File: src/rtl/seg7_mux_ctrl_if.sv
// Host/display bundle for seg7_mux_ctrl: shadow-load inputs and multiplexed display drive.
interface seg7_mux_ctrl_if #(
    parameter int unsigned NUM_DIGITS = 4
);
    logic [4*NUM_DIGITS-1:0] value;
    logic [NUM_DIGITS-1:0]   dp;
    logic                    load;
    logic [3:0]              brightness;
    logic [NUM_DIGITS-1:0]   anode;
    logic [6:0]              segments;
    logic                    seg_dp;
    logic                    frame_tick;

    modport master (
        output value, dp, load, brightness,
        input  anode, segments, seg_dp, frame_tick
    );

    modport slave (
        input  value, dp, load, brightness,
        output anode, segments, seg_dp, frame_tick
    );
endinterface

File: src/rtl/seg7_mux_ctrl.sv
// Multiplexed 7-segment driver: tear-free shadow/display registers, anti-ghost blanking, PWM dimming.
// Optional macro SEG7_LEADING_ZERO_BLANK_EN blanks digits above the most significant nonzero nibble.
module seg7_mux_ctrl #(
    parameter int unsigned NUM_DIGITS       = 4,
    parameter int unsigned DIGIT_PERIOD     = 120000,
    parameter int unsigned BLANK_CYCLES     = 16,
    parameter bit          ANODE_ACTIVE_LOW = 1'b1,
    parameter bit          SEG_ACTIVE_LOW   = 1'b0
) (
    input logic              clk,
    input logic              reset,
    seg7_mux_ctrl_if.slave   bus
);

    localparam int unsigned SlotW = (DIGIT_PERIOD > 1) ? $clog2(DIGIT_PERIOD) : 1;
    localparam int unsigned IdxW  = $clog2(NUM_DIGITS);
    localparam logic [SlotW-1:0] SlotLast   = SlotW'(DIGIT_PERIOD - 1);
    localparam logic [SlotW-1:0] SlotBlank  = SlotW'(BLANK_CYCLES);
    localparam logic [SlotW-1:0] SlotDecode = SlotW'((BLANK_CYCLES > 0) ? BLANK_CYCLES - 1 : 0);
    localparam logic [IdxW-1:0]  IdxLast    = IdxW'(NUM_DIGITS - 1);

    logic [SlotW-1:0]        slot_q, slot_d;
    logic [IdxW-1:0]         idx_q, idx_d;
    logic [3:0]              pwm_q, pwm_d;
    logic [4*NUM_DIGITS-1:0] shadow_val_q, shadow_val_d, disp_val_q, disp_val_d;
    logic [NUM_DIGITS-1:0]   shadow_dp_q, shadow_dp_d, disp_dp_q, disp_dp_d;
    logic [NUM_DIGITS-1:0]   anode_q, anode_d, sel_onehot, visible;
    logic [6:0]              seg_q, seg_d;
    logic                    seg_dp_q, seg_dp_d, frame_tick_q, frame_tick_d;
    logic                    slot_wrap, frame_wrap;
    logic [3:0]              cur_nibble;

    function automatic logic [6:0] hex_decode(input logic [3:0] nib);
        logic [6:0] s;
        case (nib)
            4'h0: s = 7'b1111110;
            4'h1: s = 7'b0110000;
            4'h2: s = 7'b1101101;
            4'h3: s = 7'b1111001;
            4'h4: s = 7'b0110011;
            4'h5: s = 7'b1011011;
            4'h6: s = 7'b1011111;
            4'h7: s = 7'b1110000;
            4'h8: s = 7'b1111111;
            4'h9: s = 7'b1111011;
            4'hA: s = 7'b1110111;
            4'hB: s = 7'b0011111;
            4'hC: s = 7'b1001110;
            4'hD: s = 7'b0111101;
            4'hE: s = 7'b1001111;
            default: s = 7'b1000111;
        endcase
        return s;
    endfunction

`ifdef SEG7_LEADING_ZERO_BLANK_EN
    logic lz_seen;

    // Scan from the top digit down; a nonzero nibble or lit dp unmasks itself and everything below.
    always_comb begin
        lz_seen = 1'b0;
        visible = '0;
        for (int i = int'(NUM_DIGITS) - 1; i >= 0; i--) begin
            lz_seen    = lz_seen | (disp_val_q[4*i +: 4] != 4'h0) | disp_dp_q[i];
            visible[i] = lz_seen | (i == 0);
        end
    end
`else
    assign visible = '1;
`endif

    always_comb begin
        slot_wrap  = (slot_q == SlotLast);
        frame_wrap = slot_wrap && (idx_q == IdxLast);

        slot_d = slot_wrap ? '0 : slot_q + SlotW'(1);
        idx_d  = idx_q;
        if (slot_wrap) begin
            idx_d = (idx_q == IdxLast) ? '0 : idx_q + IdxW'(1);
        end
        pwm_d = pwm_q + 4'd1;

        shadow_val_d = bus.load ? bus.value : shadow_val_q;
        shadow_dp_d  = bus.load ? bus.dp : shadow_dp_q;

        // A load landing on the frame wrap bypasses the shadow so the new frame shows it at once.
        disp_val_d = disp_val_q;
        disp_dp_d  = disp_dp_q;
        if (frame_wrap) begin
            disp_val_d = bus.load ? bus.value : shadow_val_q;
            disp_dp_d  = bus.load ? bus.dp : shadow_dp_q;
        end

        cur_nibble = disp_val_q[{idx_q, 2'b00} +: 4];
        seg_d      = seg_q;
        seg_dp_d   = seg_dp_q;
        if (slot_q == SlotDecode) begin
            seg_d    = hex_decode(cur_nibble) ^ {7{SEG_ACTIVE_LOW}};
            seg_dp_d = disp_dp_q[idx_q] ^ SEG_ACTIVE_LOW;
        end

        sel_onehot = '0;
        if ((slot_q >= SlotBlank) && (pwm_q <= bus.brightness) && visible[idx_q]) begin
            sel_onehot[idx_q] = 1'b1;
        end
        anode_d      = sel_onehot ^ {NUM_DIGITS{ANODE_ACTIVE_LOW}};
        frame_tick_d = (slot_q == '0) && (idx_q == '0);
    end

    always_ff @(posedge clk) begin
        if (!reset) begin
            slot_q       <= '0;
            idx_q        <= '0;
            pwm_q        <= '0;
            shadow_val_q <= '0;
            shadow_dp_q  <= '0;
            disp_val_q   <= '0;
            disp_dp_q    <= '0;
            anode_q      <= {NUM_DIGITS{ANODE_ACTIVE_LOW}};
            seg_q        <= {7{SEG_ACTIVE_LOW}};
            seg_dp_q     <= SEG_ACTIVE_LOW;
            frame_tick_q <= 1'b0;
        end else begin
            slot_q       <= slot_d;
            idx_q        <= idx_d;
            pwm_q        <= pwm_d;
            shadow_val_q <= shadow_val_d;
            shadow_dp_q  <= shadow_dp_d;
            disp_val_q   <= disp_val_d;
            disp_dp_q    <= disp_dp_d;
            anode_q      <= anode_d;
            seg_q        <= seg_d;
            seg_dp_q     <= seg_dp_d;
            frame_tick_q <= frame_tick_d;
        end
    end

    assign bus.anode      = anode_q;
    assign bus.segments   = seg_q;
    assign bus.seg_dp     = seg_dp_q;
    assign bus.frame_tick = frame_tick_q;

endmodule

File: src/flat_wrapper.sv
// flat-port wrapper written by rule: the top's interface ports become plain ports
module seg7_mux_ctrl_flat 
#(
    parameter int unsigned NUM_DIGITS       = 4,
    parameter int unsigned DIGIT_PERIOD     = 120000,
    parameter int unsigned BLANK_CYCLES     = 16,
    parameter bit          ANODE_ACTIVE_LOW = 1'b1,
    parameter bit          SEG_ACTIVE_LOW   = 1'b0
)
  (clk, reset, bus_value, bus_dp, bus_load, bus_brightness, bus_anode, bus_segments, bus_seg_dp, bus_frame_tick);
  seg7_mux_ctrl_if #(.NUM_DIGITS(NUM_DIGITS)) bus_i ();
  input logic clk;
  input logic reset;
  input wire logic [$bits(bus_i.value)-1:0] bus_value;
  input wire logic [$bits(bus_i.dp)-1:0] bus_dp;
  input wire logic [$bits(bus_i.load)-1:0] bus_load;
  input wire logic [$bits(bus_i.brightness)-1:0] bus_brightness;
  output wire logic [$bits(bus_i.anode)-1:0] bus_anode;
  output wire logic [$bits(bus_i.segments)-1:0] bus_segments;
  output wire logic [$bits(bus_i.seg_dp)-1:0] bus_seg_dp;
  output wire logic [$bits(bus_i.frame_tick)-1:0] bus_frame_tick;
  assign bus_i.value = bus_value;
  assign bus_i.dp = bus_dp;
  assign bus_i.load = bus_load;
  assign bus_i.brightness = bus_brightness;
  assign bus_anode = bus_i.anode;
  assign bus_segments = bus_i.segments;
  assign bus_seg_dp = bus_i.seg_dp;
  assign bus_frame_tick = bus_i.frame_tick;
  seg7_mux_ctrl #(.NUM_DIGITS(NUM_DIGITS), .DIGIT_PERIOD(DIGIT_PERIOD), .BLANK_CYCLES(BLANK_CYCLES), .ANODE_ACTIVE_LOW(ANODE_ACTIVE_LOW), .SEG_ACTIVE_LOW(SEG_ACTIVE_LOW)) u_core (.clk(clk), .reset(reset), .bus(bus_i));
endmodule
File: config.mk
export PLATFORM = sky130hd
export DESIGN_NAME = seg7_mux_ctrl_flat
export DESIGN_NICKNAME = d
export VERILOG_FILES = /design/src/rtl/seg7_mux_ctrl_if.sv /design/src/rtl/seg7_mux_ctrl.sv /design/src/flat_wrapper.sv
export SDC_FILE = /design/constraint.sdc
export NUM_CORES = 1
export LEC_CHECK = 0
export CORE_UTILIZATION = 55
export DETAILED_ROUTE_END_ITERATION = 16
export PLACE_DENSITY = 0.76
export SKIP_CTS_REPAIR_TIMING = 1
export SLEW_MARGIN = 10
export SYNTH_ARGS = -nofsm -noshare
export SYNTH_HDL_FRONTEND = slang
export SYNTH_SLANG_ARGS = --single-unit
File: constraint.sdc
create_clock -name clk -period 2.2 [get_ports clk]
set_input_delay 0.44 -clock clk [delete_from_list [all_inputs] [get_ports clk]]
set_output_delay 0.44 -clock clk [all_outputs]
set_load 0.05 [all_outputs]
==> flow_metrics.tcl, run 1 <==
set metrics [dict create \
    outcome "finished, final reports clean" \
    rows 28 \
    clockBufferDepth 2 \
    cpPeakStageDelay_ps 580 \
    critPathRequiredTime_ps 2460 \
    crit_buf_inv 1 \
    coreArea_um2 5960 \
    grt_setup_unrepaired "no" \
    ant_nets 0 \
    die_w_um 80.8 \
    timing.hold.ws_ps 470 \
    tns_ps 0 \
    cp_max_fo 20 \
    dieArea_um2 6530 \
    clkLatencyLatePin_ps 350 \
    powerDensity_nw_per_um2 652 \
    drive_above_1_share_pct 13.4 \
    reg2reg_slack_ps 190 \
    synth-xor-area-share_pct 5.38 \
    final-hold-violation-count 0 \
    synth-simple-area-share_pct 16.1 \
    tightest_slew_ps 511 \
    ys_types 44 \
    cap_violations 0 \
    period_share_pct 91.4 \
    fin_skew_ps 9.65 \
    crit_slowest_cell "or4_4" \
    synth_top_family_by_area "simple AND/OR/NAND/NOR gates" \
    root_buffer "clkbuf_8" \
    r2r_cells 6 \
    cts_buffers 9 \
    grt_first_pass_wirelength_mm 10.9 \
    end_kind "flop" \
    synth_top_cell_area_share_pct 44.5 \
    grt_overflow 0 \
    post-route-min-period_ps 2010 \
    synth_area_um2 3420 \
    power_leakage_nw 1.72 \
    fin_nets 435 \
    synth-compound-area-share_pct 9.77 \
    grt_max_degree 21 \
    slew_violations 0 \
    r2r_end "u_core.disp_val_q[1]" \
    firstDrtPassIters 4 \
    mostFrequentLayoutCell "dfxtp_1" \
    hold_path_depth 2 \
    min_to "u_core.bus.segments[6]" \
    dp_cells 454 \
    synth_fa_ha_area_share_pct 6.59 \
    cp_cell_sequence "or4_4, nor2_2, nand4_2, nor2_1, buf_4, a2bb2oi_1" \
    fillers 494 \
    finalNonFillerCells 470 \
    start_util_pct 57.4 \
    fin_ws_ps 190 \
    totalWireLength_mm 6.39 \
    path_class "flop to flop" \
    crit_family "simple AND/OR/NAND/NOR gates" \
    hold_start "u_core.bus.segments[6]" \
    timing.fmax_mhz 498 \
    synth_mux_area_share_pct 11.4 \
    r2r-start "u_core.slot_q[11]" \
    yosys_register_bits 76 \
    drcViolationCount 0 \
    area_growth_pct 19.3 \
    min_path_type "flop to flop" \
    port_buffers 39 \
    ys_seq_area_share_pct 44.5 \
    wl_per_cell_um 13.6 \
    timing.critical_path.arrival_ps 2270 \
    pre_cts_slack_ps 39.5 \
    relSlewSlack_pct 65.8 \
    final_cell_mix "dfxtp_1, clkdlybuf4s50_1, inv_1" \
    start_kind "flop" \
    cts.sinks 76 \
    grt_usage_pct 22.0 \
    final_util_pct 68.5 \
    clkTransAtPathRegs_ps 70 \
    syn-instance-count 348 \
    drt_iter0_drc 157 \
    vias 2487 \
    yosysWarnings 0 \
    synth_nets 393 \
    dp_hpwl_mm 4.56 \
    antenna_found_initial 0 \
    cts_tree "built" \
    h-tree-depth 3 \
    syn_avg_cell_area_um2 9.82 \
    gp_congestion 0.857 \
    ios 40 \
    ir_drop_v 0.000353 \
    drt-vias-per-instance 5.29 \
    synth_top_cell_by_area "dfxtp_1" \
    netlist_top_cells_area "dfxtp_1, ha_1, mux2_2" \
    setup_viol 0 \
    n_antenna_cell 0 \
    die_y_um 80.8 \
    grt_pass1_vias 2388 \
]
area by class of cell:
class	instances	area, um^2	share of cell area, %
sequential	76	1520	37.3
inverter	34	128	3.13
clock inverter	4	48.8	1.20
multi-input combinational	221	1680	41.3
clock buffer	12	145	3.56
tap	75	93.8	2.30
timing repair buffer	48	458	11.2
power by group:
part           total [mW]  leakage, nW  switching [mW]  internal, mW
combinational       0.184        0.998          0.0805         0.104
sequential           1.42        0.618          0.0170          1.41
clock                1.05        0.100           0.497         0.554
total                2.66         1.72           0.594          2.07
worst reg2reg max path, stage by stage (launching register included):
cell and delay [ps]:
dfxtp_1 370, or4_4 580, nor2_2 130, nand4_2 200, nor2_1 160, buf_4 260, a2bb2oi_1 230
layer usage:
metal / vias to the layer above / global-route usage [%] / routed length, um
met2: 71 / 33.6 / 2730
li1: 1279 / - / -
met5: - / 0 / 0
met3: 8 / 4.49 / 365
met1: 1129 / 29.7 / 3200
met4: 0 / 10.5 / 100
how the worst max path moves through the flow:
stage                            startpoint                      to  slack, ps  depth (start not counted)
final                     u_core.slot_q[11]    u_core.disp_val_q[1]        190                          6
after CTS                 u_core.slot_q[11]    u_core.disp_val_q[1]        170                          6
after detailed placement  bus_brightness[1]     u_core.bus.anode[3]         40                          9
after global placement    bus_brightness[1]     u_core.bus.anode[3]         70                          9
after global routing      u_core.slot_q[11]    u_core.disp_val_q[1]         50                          6
after floorplan             u_core.idx_q[0]  u_core.bus.segments[3]        220                          8
flip-flops by register name (all words and copies together), names as in the netlist:
name / cells
u_core.idx_q: 2
u_core.slot_q: 17
u_core.bus.anode: 4
u_core.bus.segments: 7
u_core.bus.frame_tick: 1
u_core.shadow_val_q: 16
u_core.pwm_q: 4
u_core.bus.seg_dp: 1
u_core.disp_val_q: 16
u_core.disp_dp_q: 4
u_core.shadow_dp_q: 4
cells in the mapped netlist, drive strengths merged:
library cell and number:
buf 11, nand3 17, inv 34, or4 3, nor3b 1, or3 1
a311oi 1, xor2 7, nor2 24, nand2b 1, ha 18, and2 6
mux2 20, mux2i 3, nor4 3, nor3 2, o2111ai 1, a2bb2oi 20
and3 5, o2111a 1, dfxtp 76, o21ai 10, mux4 6, xnor2 14
nor2b 4, clkbuf 6, a21o 1, a32o 1, a21oi 3, nand4b 2
a21boi 1, nand2 33, o22ai 4, nand4 5, o21a 2, and4 1
metrics by stage:
step	cell area, um^2	total power, mW
floorplan	3420	1.56
global placement	3880	1.64
detailed placement	3880	1.64
CTS	4080	2.68
global route	4080	2.77
finish	4080	2.66
logic make-up after synthesis:
group                    after synthesis
adder cells (fa/ha/maj)               18
XOR/XNOR                              21
multiplexers                          29
buffers and inverters                 51
AND/OR/NAND/NOR                      108
AO/OA/AOI/OAI                         45
flip-flops                            76
Power figures use the tool's default switching activity.
==> run 2: changes to the inputs <==
--- a/config.mk
+++ b/config.mk
@@ -13,3 +13,4 @@
 export SYNTH_ARGS = -nofsm -noshare
 export SYNTH_HDL_FRONTEND = slang
 export SYNTH_SLANG_ARGS = --single-unit
+export TNS_END_PERCENT = 1
==> results of run 2 <==
Final layout, timing and power as in run 1 (identical DEF).
